$ cat config.mk
export PLATFORM = sky130hd
export DESIGN_NAME = median_result_streamer_flat
export DESIGN_NICKNAME = d
export VERILOG_FILES = /design/src/rtl/median_result_streamer_if.sv /design/src/rtl/median_result_streamer.sv /design/src/flat_wrapper.sv
export SDC_FILE = /design/constraint.sdc
export NUM_CORES = 1
export LEC_CHECK = 0
export BUFFER_PORTS_ARGS = -buffer_cell sky130_fd_sc_hd__clkbuf_2
export CORE_ASPECT_RATIO = 0.75
export CORE_MARGIN = 8
export CORE_UTILIZATION = 44
export DETAILED_ROUTE_END_ITERATION = 8
export SLEW_MARGIN = 20
export SYNTH_ARGS = -nofsm -noshare
export SYNTH_HDL_FRONTEND = slang
export SYNTH_SLANG_ARGS = --single-unit
$ cat constraint.sdc
create_clock -name clka -period 3 [get_ports clka]
set_input_delay 0.45 -clock clka [delete_from_list [all_inputs] [get_ports clka]]
set_output_delay 0.45 -clock clka [all_outputs]
set_load 0.05 [all_outputs]
$ cat src/rtl/median_result_streamer_if.sv
// median_result_streamer_if: filter done level, result RAM read port and pixel stream
// bundled for median_result_streamer (master) and its RAM/consumer side (slave).
interface median_result_streamer_if #(
    parameter int DATA_W = 8,
    parameter int ADDR_W = 16
) ();
    logic              done;
    logic              rd_en;
    logic [ADDR_W-1:0] rd_addr;
    logic [DATA_W-1:0] rd_data;
    logic [DATA_W-1:0] pix_data;
    logic              pix_valid;
    logic              pix_ready;
    logic              pix_last;
    logic              busy;
    logic              stream_done;
    modport master (
        input  done, rd_data, pix_ready,
        output rd_en, rd_addr, pix_data, pix_valid, pix_last, busy, stream_done
    );
    modport slave (
        output done, rd_data, pix_ready,
        input  rd_en, rd_addr, pix_data, pix_valid, pix_last, busy, stream_done
    );
endinterface

$ cat src/rtl/median_result_streamer.sv
// median_result_streamer: streams the result RAM in raster order on valid/ready after done.
// Define STREAMER_BORDER_ZERO_EN to force border pixels to zero on output.
module median_result_streamer #(
    parameter int DATA_W = 8,
    parameter int IMG_W  = 256,
    parameter int IMG_H  = 256,
    parameter int ADDR_W = 16
) (
    input logic                      clka,
    input logic                      reset,
    median_result_streamer_if.master bus
);
    localparam int CW = $clog2(IMG_W);
    localparam int RW = $clog2(IMG_H);
    localparam logic [ADDR_W-1:0] LAST_ADDR = ADDR_W'(IMG_W * IMG_H - 1);
    localparam logic [CW-1:0] COL_MAX = CW'(IMG_W - 1);
    localparam logic [RW-1:0] ROW_MAX = RW'(IMG_H - 1);

    typedef enum logic [2:0] {IDLE, STREAM, DRAIN, FINISH, REARM} state_t;

    state_t            state_q, state_d;
    logic [ADDR_W-1:0] addr_q, addr_d;
    logic [CW-1:0]     col_q, col_d;
    logic [RW-1:0]     row_q, row_d;
    logic [1:0]        cnt_q, cnt_d;
    logic              wr_ptr_q, wr_ptr_d, rd_ptr_q, rd_ptr_d, infl_q, infl_d;
    logic [DATA_W-1:0] mem_q [2];
    logic              valid, pop, issue, last;

    always_ff @(posedge clka) begin
        if (!reset) begin
            state_q  <= IDLE;
            addr_q   <= '0;
            col_q    <= '0;
            row_q    <= '0;
            cnt_q    <= '0;
            wr_ptr_q <= 1'b0;
            rd_ptr_q <= 1'b0;
            infl_q   <= 1'b0;
        end else begin
            state_q  <= state_d;
            addr_q   <= addr_d;
            col_q    <= col_d;
            row_q    <= row_d;
            cnt_q    <= cnt_d;
            wr_ptr_q <= wr_ptr_d;
            rd_ptr_q <= rd_ptr_d;
            infl_q   <= infl_d;
        end
    end

    always_ff @(posedge clka)
        if (infl_q) mem_q[wr_ptr_q] <= bus.rd_data;

    always_comb begin
        valid    = cnt_q != 2'd0;
        pop      = valid && bus.pix_ready;
        last     = row_q == ROW_MAX && col_q == COL_MAX;
        // Credit the slot freed by this cycle's pop so a full-ready stream never bubbles.
        issue    = state_q == STREAM && (cnt_q + {1'b0, infl_q}) < (2'd2 + {1'b0, pop});
        state_d  = state_q;
        cnt_d    = cnt_q + {1'b0, infl_q} - {1'b0, pop};
        wr_ptr_d = wr_ptr_q ^ infl_q;
        rd_ptr_d = rd_ptr_q ^ pop;
        infl_d   = issue;
        addr_d   = issue ? addr_q + ADDR_W'(1) : addr_q;
        col_d    = pop ? (col_q == COL_MAX ? '0 : col_q + CW'(1)) : col_q;
        row_d    = (pop && col_q == COL_MAX) ? (row_q == ROW_MAX ? '0 : row_q + RW'(1)) : row_q;
        case (state_q)
            IDLE: if (bus.done) begin
                state_d = STREAM;
                addr_d  = '0;
                col_d   = '0;
                row_d   = '0;
            end
            STREAM:  state_d = (issue && addr_q == LAST_ADDR) ? DRAIN : STREAM;
            DRAIN:   state_d = (pop && last) ? FINISH : DRAIN;
            FINISH:  state_d = REARM;
            REARM:   state_d = bus.done ? REARM : IDLE;
            default: state_d = IDLE;
        endcase
    end

    assign bus.rd_en       = issue;
    assign bus.rd_addr     = addr_q;
    assign bus.pix_valid   = valid;
    assign bus.pix_last    = valid && last;
    assign bus.busy        = state_q == STREAM || state_q == DRAIN;
    assign bus.stream_done = state_q == FINISH;

`ifdef STREAMER_BORDER_ZERO_EN
    logic border;
    assign border       = row_q == '0 || row_q == ROW_MAX || col_q == '0 || col_q == COL_MAX;
    assign bus.pix_data = (valid && !border) ? mem_q[rd_ptr_q] : '0;
`else
    assign bus.pix_data = valid ? mem_q[rd_ptr_q] : '0;
`endif
endmodule

$ cat src/flat_wrapper.sv
// flat-port wrapper written by rule: the top's interface ports become plain ports
module median_result_streamer_flat 
#(
    parameter int DATA_W = 8,
    parameter int IMG_W  = 256,
    parameter int IMG_H  = 256,
    parameter int ADDR_W = 16
)
  (clka, reset, bus_done, bus_rd_data, bus_pix_ready, bus_rd_en, bus_rd_addr, bus_pix_data, bus_pix_valid, bus_pix_last, bus_busy, bus_stream_done);
  median_result_streamer_if #(.DATA_W(DATA_W), .ADDR_W(ADDR_W)) bus_i ();
  input logic clka;
  input logic reset;
  input wire logic [$bits(bus_i.done)-1:0] bus_done;
  input wire logic [$bits(bus_i.rd_data)-1:0] bus_rd_data;
  input wire logic [$bits(bus_i.pix_ready)-1:0] bus_pix_ready;
  output wire logic [$bits(bus_i.rd_en)-1:0] bus_rd_en;
  output wire logic [$bits(bus_i.rd_addr)-1:0] bus_rd_addr;
  output wire logic [$bits(bus_i.pix_data)-1:0] bus_pix_data;
  output wire logic [$bits(bus_i.pix_valid)-1:0] bus_pix_valid;
  output wire logic [$bits(bus_i.pix_last)-1:0] bus_pix_last;
  output wire logic [$bits(bus_i.busy)-1:0] bus_busy;
  output wire logic [$bits(bus_i.stream_done)-1:0] bus_stream_done;
  assign bus_i.done = bus_done;
  assign bus_i.rd_data = bus_rd_data;
  assign bus_i.pix_ready = bus_pix_ready;
  assign bus_rd_en = bus_i.rd_en;
  assign bus_rd_addr = bus_i.rd_addr;
  assign bus_pix_data = bus_i.pix_data;
  assign bus_pix_valid = bus_i.pix_valid;
  assign bus_pix_last = bus_i.pix_last;
  assign bus_busy = bus_i.busy;
  assign bus_stream_done = bus_i.stream_done;
  median_result_streamer #(.DATA_W(DATA_W), .IMG_W(IMG_W), .IMG_H(IMG_H), .ADDR_W(ADDR_W)) u_core (.clka(clka), .reset(reset), .bus(bus_i));
endmodule
== After elaboration in Yosys (flattened, before gate mapping) ==
Memory sizes are Yosys's and may differ from the RTL's. A register that Yosys moved wholly into a read port is not among the register bits.
Index checks and enable logic that the tools add are counted.

* Add/sub/neg operators: 6
* Multiply operators: 0
* Div/mod/pow operators: 0
* Order comparisons: 1
* Eq/ne operators: 8
* Shifts and indexed selects: 0
* Muxes and demuxes: 20
* Bitwise operators: 2
* Reduce and logical (&&, ||, !) cells: 10

{| class="wikitable"
|+ Operators with widths
! operator !! count
|-
| $mux W8 || 9
|-
| $mux W16 || 3
|-
| $add A16 B1 Y16 const B || 1
|-
| $add A8 B1 Y8 const B || 2
|-
| $eq A16 B16 Y1 const B || 1
|-
| $eq A8 B8 Y1 const B || 2
|-
| $pmux W3 S5 || 1
|-
| $logic_and A1 B1 Y1 || 7
|-
| $eq A3 B2 Y1 const B || 2
|-
| $mux W3 || 2
|-
| $mux W1 || 4
|-
| $eq A3 B1 Y1 const B || 1
|-
| $eq A3 B3 Y1 const B || 1
|-
| $logic_not A3 Y1 || 1
|-
| $add A2 B1 Y2 || 1
|-
| $add A2 B1 Y2 const A || 1
|-
| $lt A2 B2 Y1 || 1
|-
| $mux W2 || 1
|-
| $ne A2 B2 Y1 const B || 1
|-
| $reduce_bool A2 Y1 || 1
|-
| $sub A2 B1 Y2 || 1
|-
| $xor A1 B1 Y1 || 2
|-
| $logic_or A1 B1 Y1 || 1
|}

* Bits in registers: 40
* Bits in latches: 0
* Memory bits (writable): 16
* Bits in read-only memories: 0
* Input port bits: 12
* Output and inout port bits: 29
* Memories: 1

{| class="wikitable"
|+ Memories
! name !! depth !! width !! read ports !! clocked after memory_dff !! wr ports !! RTL line !! source
|-
| u_core.mem_q || 2 || 8 || 1 || 1 || 1 || median_result_streamer.sv:27 || <nowiki>logic [DATA_W-1:0] mem_q [2];</nowiki>
|}

== Longest topological paths before layout ==
* Depth after elaboration: 8
* Depth in mapped cells: 11
* Mapped depth without buffers: 10

== Worst setup path after synthesis ==
Ideal clock, no wire load.

* Path type: register to output
* Start: reg u_core.row_q[2]
* End: out bus_pix_last
* Arrival: 2.292 ns
* Data required time: 2.550 ns
* Slack: 0.258 ns
* Stages on the path, launching flop included: 4
* Cells stage by stage: dfxtp_1 > and4_1 > nand4_1 > nor4_1

* Word-level cells in the longest chain between the ends: 3

{| class="wikitable"
|+ Ends and longest elaborated chain
! what !! RTL line !! source
|-
| start: declaration || median_result_streamer.sv:24 || <nowiki>logic [RW-1:0] row_q, row_d;</nowiki>
|-
| start signal: assignment || median_result_streamer.sv:44 || <nowiki>row_q <= row_d;</nowiki>
|-
| $eq A8 B8 Y1 || median_result_streamer.sv:58 || <nowiki>last = row_q == ROW_MAX && col_q == COL_MAX;</nowiki>
|-
| $logic_and A1 B1 Y1 || median_result_streamer.sv:58 ||
|-
| $logic_and A1 B1 Y1 || median_result_streamer.sv:87 || <nowiki>assign bus.pix_last = valid && last;</nowiki>
|-
| end: declaration || flat_wrapper.sv:20 || <nowiki>output wire logic [$bits(bus_i.pix_last)-1:0] bus_pix_last;</nowiki>
|}

Every way passes these cells.

== Worst setup path after layout ==
* Start: reg u_core.infl_q
* End: out bus_rd_en

* Word-level cells in the longest chain between the ends: 3

{| class="wikitable"
|+ Ends and longest elaborated chain
! what !! RTL line !! source
|-
| start: declaration || median_result_streamer.sv:26 || <nowiki>logic wr_ptr_q, wr_ptr_d, rd_ptr_q, rd_ptr_d, infl_q, infl_d;</nowiki>
|-
| start signal: assignment || median_result_streamer.sv:48 || <nowiki>infl_q <= infl_d;</nowiki>
|-
| $add A2 B1 Y2 || median_result_streamer.sv:60 || <nowiki>issue = state_q == STREAM && (cnt_q + {1'b0, infl_q}) < (2'd2 + {1'b0, pop});</nowiki>
|-
| $lt A2 B2 Y1 || median_result_streamer.sv:60 ||
|-
| $logic_and A1 B1 Y1 || median_result_streamer.sv:60 ||
|-
| end: declaration || flat_wrapper.sv:16 || <nowiki>output wire logic [$bits(bus_i.rd_en)-1:0] bus_rd_en;</nowiki>
|}

Every way passes these cells.

==> metrics.txt <==
Top cell by count, worst path=ha_1; hpwl dp=3.853 mm; Via-to-Cell Ratio=5.042; R2R Path End=u_core.bus.rd_addr[12]; count of cells resized by post-cts repair=0; Critical Path, Cell by Cell=ha_1 > inv_1 > ha_1 > inv_1 > ha_1 > or4b_4 > clkinv_2 > clkbuf_2; all-layer global routing usage=13.35%; # setup viols final=0; TritonCTS clock tree=done; Fin Clk Skew=5.929 ps; CTS H-tree lvls=3; Synth area leaders=dfxtp_1 32%, edfxtp_1 19%, nor2_1 4.8%, xnor2_1 4.1%, ha_1 3.9%; largest net degree at the start of global routing=19; crit path launch type=flip-flop; WS Path Type=reg -> out; final WL=5.365 mm; min setup slack post-route=173.6 ps; vias in the first global route=1895; clock buffer depth=2; FILL cells=548; Yosys reg bits=57; hold depth=1; Setup TNS=0 ps; first-pass iteration count of the detailed router=4; Slew Viols, Final=0; 1st-iter DRT viols=68; hold path start=bus_rd_data[2]; Top Ports=41; Gate power share=27.7%; Diodes inserted=0; Port Buffers=40; Worst R2R Start=u_core.infl_q; Synth area leader=dfxtp_1; Max Cap Viol=0; Clk pin slew, worst setup/hold paths=60 ps; worst-path maximum fanout=11; Inst Count DP=367; multi-input logic area=1176 um^2; leakage power=1.164 nW; wire length per cell=14.01 um; Register-to-Register Path Depth=10; NetSw=0.0007569 W; fin cells=383; synth warn=0; R2R setup slack=530 ps; Nets=320; area share of the largest cell type after synthesis=31.77%; CP max stage delay=530 ps; Slew headroom=52.13%; Reg power frac=42.4%; Sw Share=36.19%; Data arrival, critical path=2380 ps; period utilization=94.21%; global route overflow=0; Post-Syn Instances=257; # DRC=0; Synth Net Count=277; worst-margin pin slew=715.4 ps; worst vdd ir=0.2829 mV; status=complete, no violations; Post-Syn Area=2584 um^2; HP Class=in -> reg; post-CTS setup buffer count=0; sequential area share after synthesis=50.36%; f_max=353.8 MHz; crit path max-delay cell type=or4b_4; worst hold endpoint=u_core.mem_q[0][2]; synthesized area per cell=10.05 um^2; Synth cell types=43; clock latency on the worst-skew pair=330 ps; Pwr Total=0.002092 W; Die Y=82.37 um; power per cell area=692.9 nW/um^2; Clock power frac=29.9%; first-pass GRT wire length=8.997 mm; count of final hold-check violations=0; Root Buffer Master=clkbuf_8; cts bufs inserted=9; Internal Power=0.001335 W; Layout area overhead=16.85%; die area=8606 um^2; post-route cell area=3019 um^2; minimum clock period=2826 ps; CP required=2550 ps; Critical Path Sink Type=output pin; row cnt=24; die width=104.5 um; share of layout cells above drive strength 1=21.31%; CORE AREA=5736 um^2; Initial Util=45.05%; placed cell area=2845 um^2; Placer Congestion=0.8015; RSZ-0062 raised after global routing=no; TritonCTS Sinks=57; Post-Place Setup Slack=407.0 ps; initial antenna violation count=0; register area=1301 um^2; Hold-fix buffers, CTS=0; Antenna Nets Post-Route=0; Vias=1931
==> metal layers <==
layer / vias up / GRT usage [%] / routed length (um)
li1: 996 / - / -
met5: - / 0 / 0
met1: 889 / 15.30 / 2525
met3: 5 / 6.279 / 293
met2: 41 / 22.02 / 2497
met4: 0 / 4.317 / 48
==> cell families (layout without fill, tap and decap cells) <==
group / after synthesis / count (layout) / synth area share (%)
adder cells (fa/ha/maj): 8 / 8 / 3.874
AND/OR/NAND/NOR: 111 / 111 / 24.12
AO/OA/AOI/OAI: 29 / 29 / 6.489
XOR/XNOR: 21 / 21 / 7.119
buffers and inverters: 21 / 69 / 4.116
flip-flops: 57 / 57 / 50.36
multiplexers: 10 / 10 / 3.923
==> state kept, by name, summed over array words and instances (netlist names), named ones only <==
name                flops
u_core.wr_ptr_q         1
u_core.infl_q           1
u_core.rd_ptr_q         1
u_core.row_q            8
u_core.bus.rd_addr     16
u_core.col_q            8
u_core.mem_q           16
u_core.cnt_q            2
u_core.state_q          3
==> worst max-delay path: cells and delay by family, from the launching register on <==
kind	cells	cell delay, ps
buffers and inverters	4	600
and+or+nand+nor	1	530
adders and majority gates	3	610
DFF	1	330
==> per-stage QoR <==
step / util [%] / hold WS, ps
detailed placement: 49.61 / 478.4
CTS: 52.64 / 292.3
global route: 52.64 / 281.1
global placement: 49.61 / 463.6
finish: 52.64 / 313.1
floorplan: - / 447.7
==> synth_stat cells, drive strengths merged <==
cell / n
o31ai: 2
o21a: 2
nor4: 8
dfxtp: 41
nand4b: 2
nand4: 6
and3b: 1
nand2: 17
xnor2: 12
nor3: 5
or4b: 2
and3: 3
and2: 5
clkbuf: 4
o21bai: 1
mux2i: 9
a21oi: 12
nor2b: 4
nor3b: 1
and4: 4
edfxtp: 16
a211oi: 1
nand3: 12
buf: 6
inv: 10
xor2: 9
or3: 5
mux2: 1
clkinv: 1
a31o: 1
o211ai: 1
o21ai: 8
a31oi: 1
ha: 8
nand3b: 1
or4: 2
nor2: 33
==> worst max path at each step <==
stage,from,end,cells after the start,slack [ps]
floorplan,u_core.row_q[2],bus_pix_last,3,260
global placement,bus_pix_ready,bus_rd_en,9,430
detailed placement,bus_pix_ready,bus_rd_en,9,410
CTS,u_core.infl_q,bus_rd_en,8,140
global route,u_core.infl_q,bus_rd_en,8,30
finish,u_core.infl_q,bus_rd_en,8,170
==> cell type report <==
type / instances / area share (%)
Sequential cell: 57 / 43.10
Multi-Input combinational cell: 179 / 38.96
Clock buffer: 13 / 5.263
Clock inverter: 3 / 0.4973
Timing Repair Buffer: 42 / 7.542
Tap cell: 78 / 3.232
Inverter: 11 / 1.409
==> cells in the final DEF, fill, tap and decap left out, drive strengths merged, types with 10 or more instances in the layout <==
master,n
inv,10
a21oi,12
xnor2,12
dfxtp,41
nand2,17
nor2,33
clkbuf,53
edfxtp,16
nand3,12
==> power by group through the flow <==
stage	sequential (W)	combinational, W	clock [W]
2_1_floorplan	0.000886	0.000461	0
3_3_place_gp	0.000905	0.000582	0
3_5_place_dp	0.000904	0.000587	0
4_1_cts	0.000888	0.000589	0.000647
5_1_grt	0.000894	0.000635	0.000690
6_report	0.000887	0.000580	0.000625
Note: power is estimated with default switching activity, not from simulation.
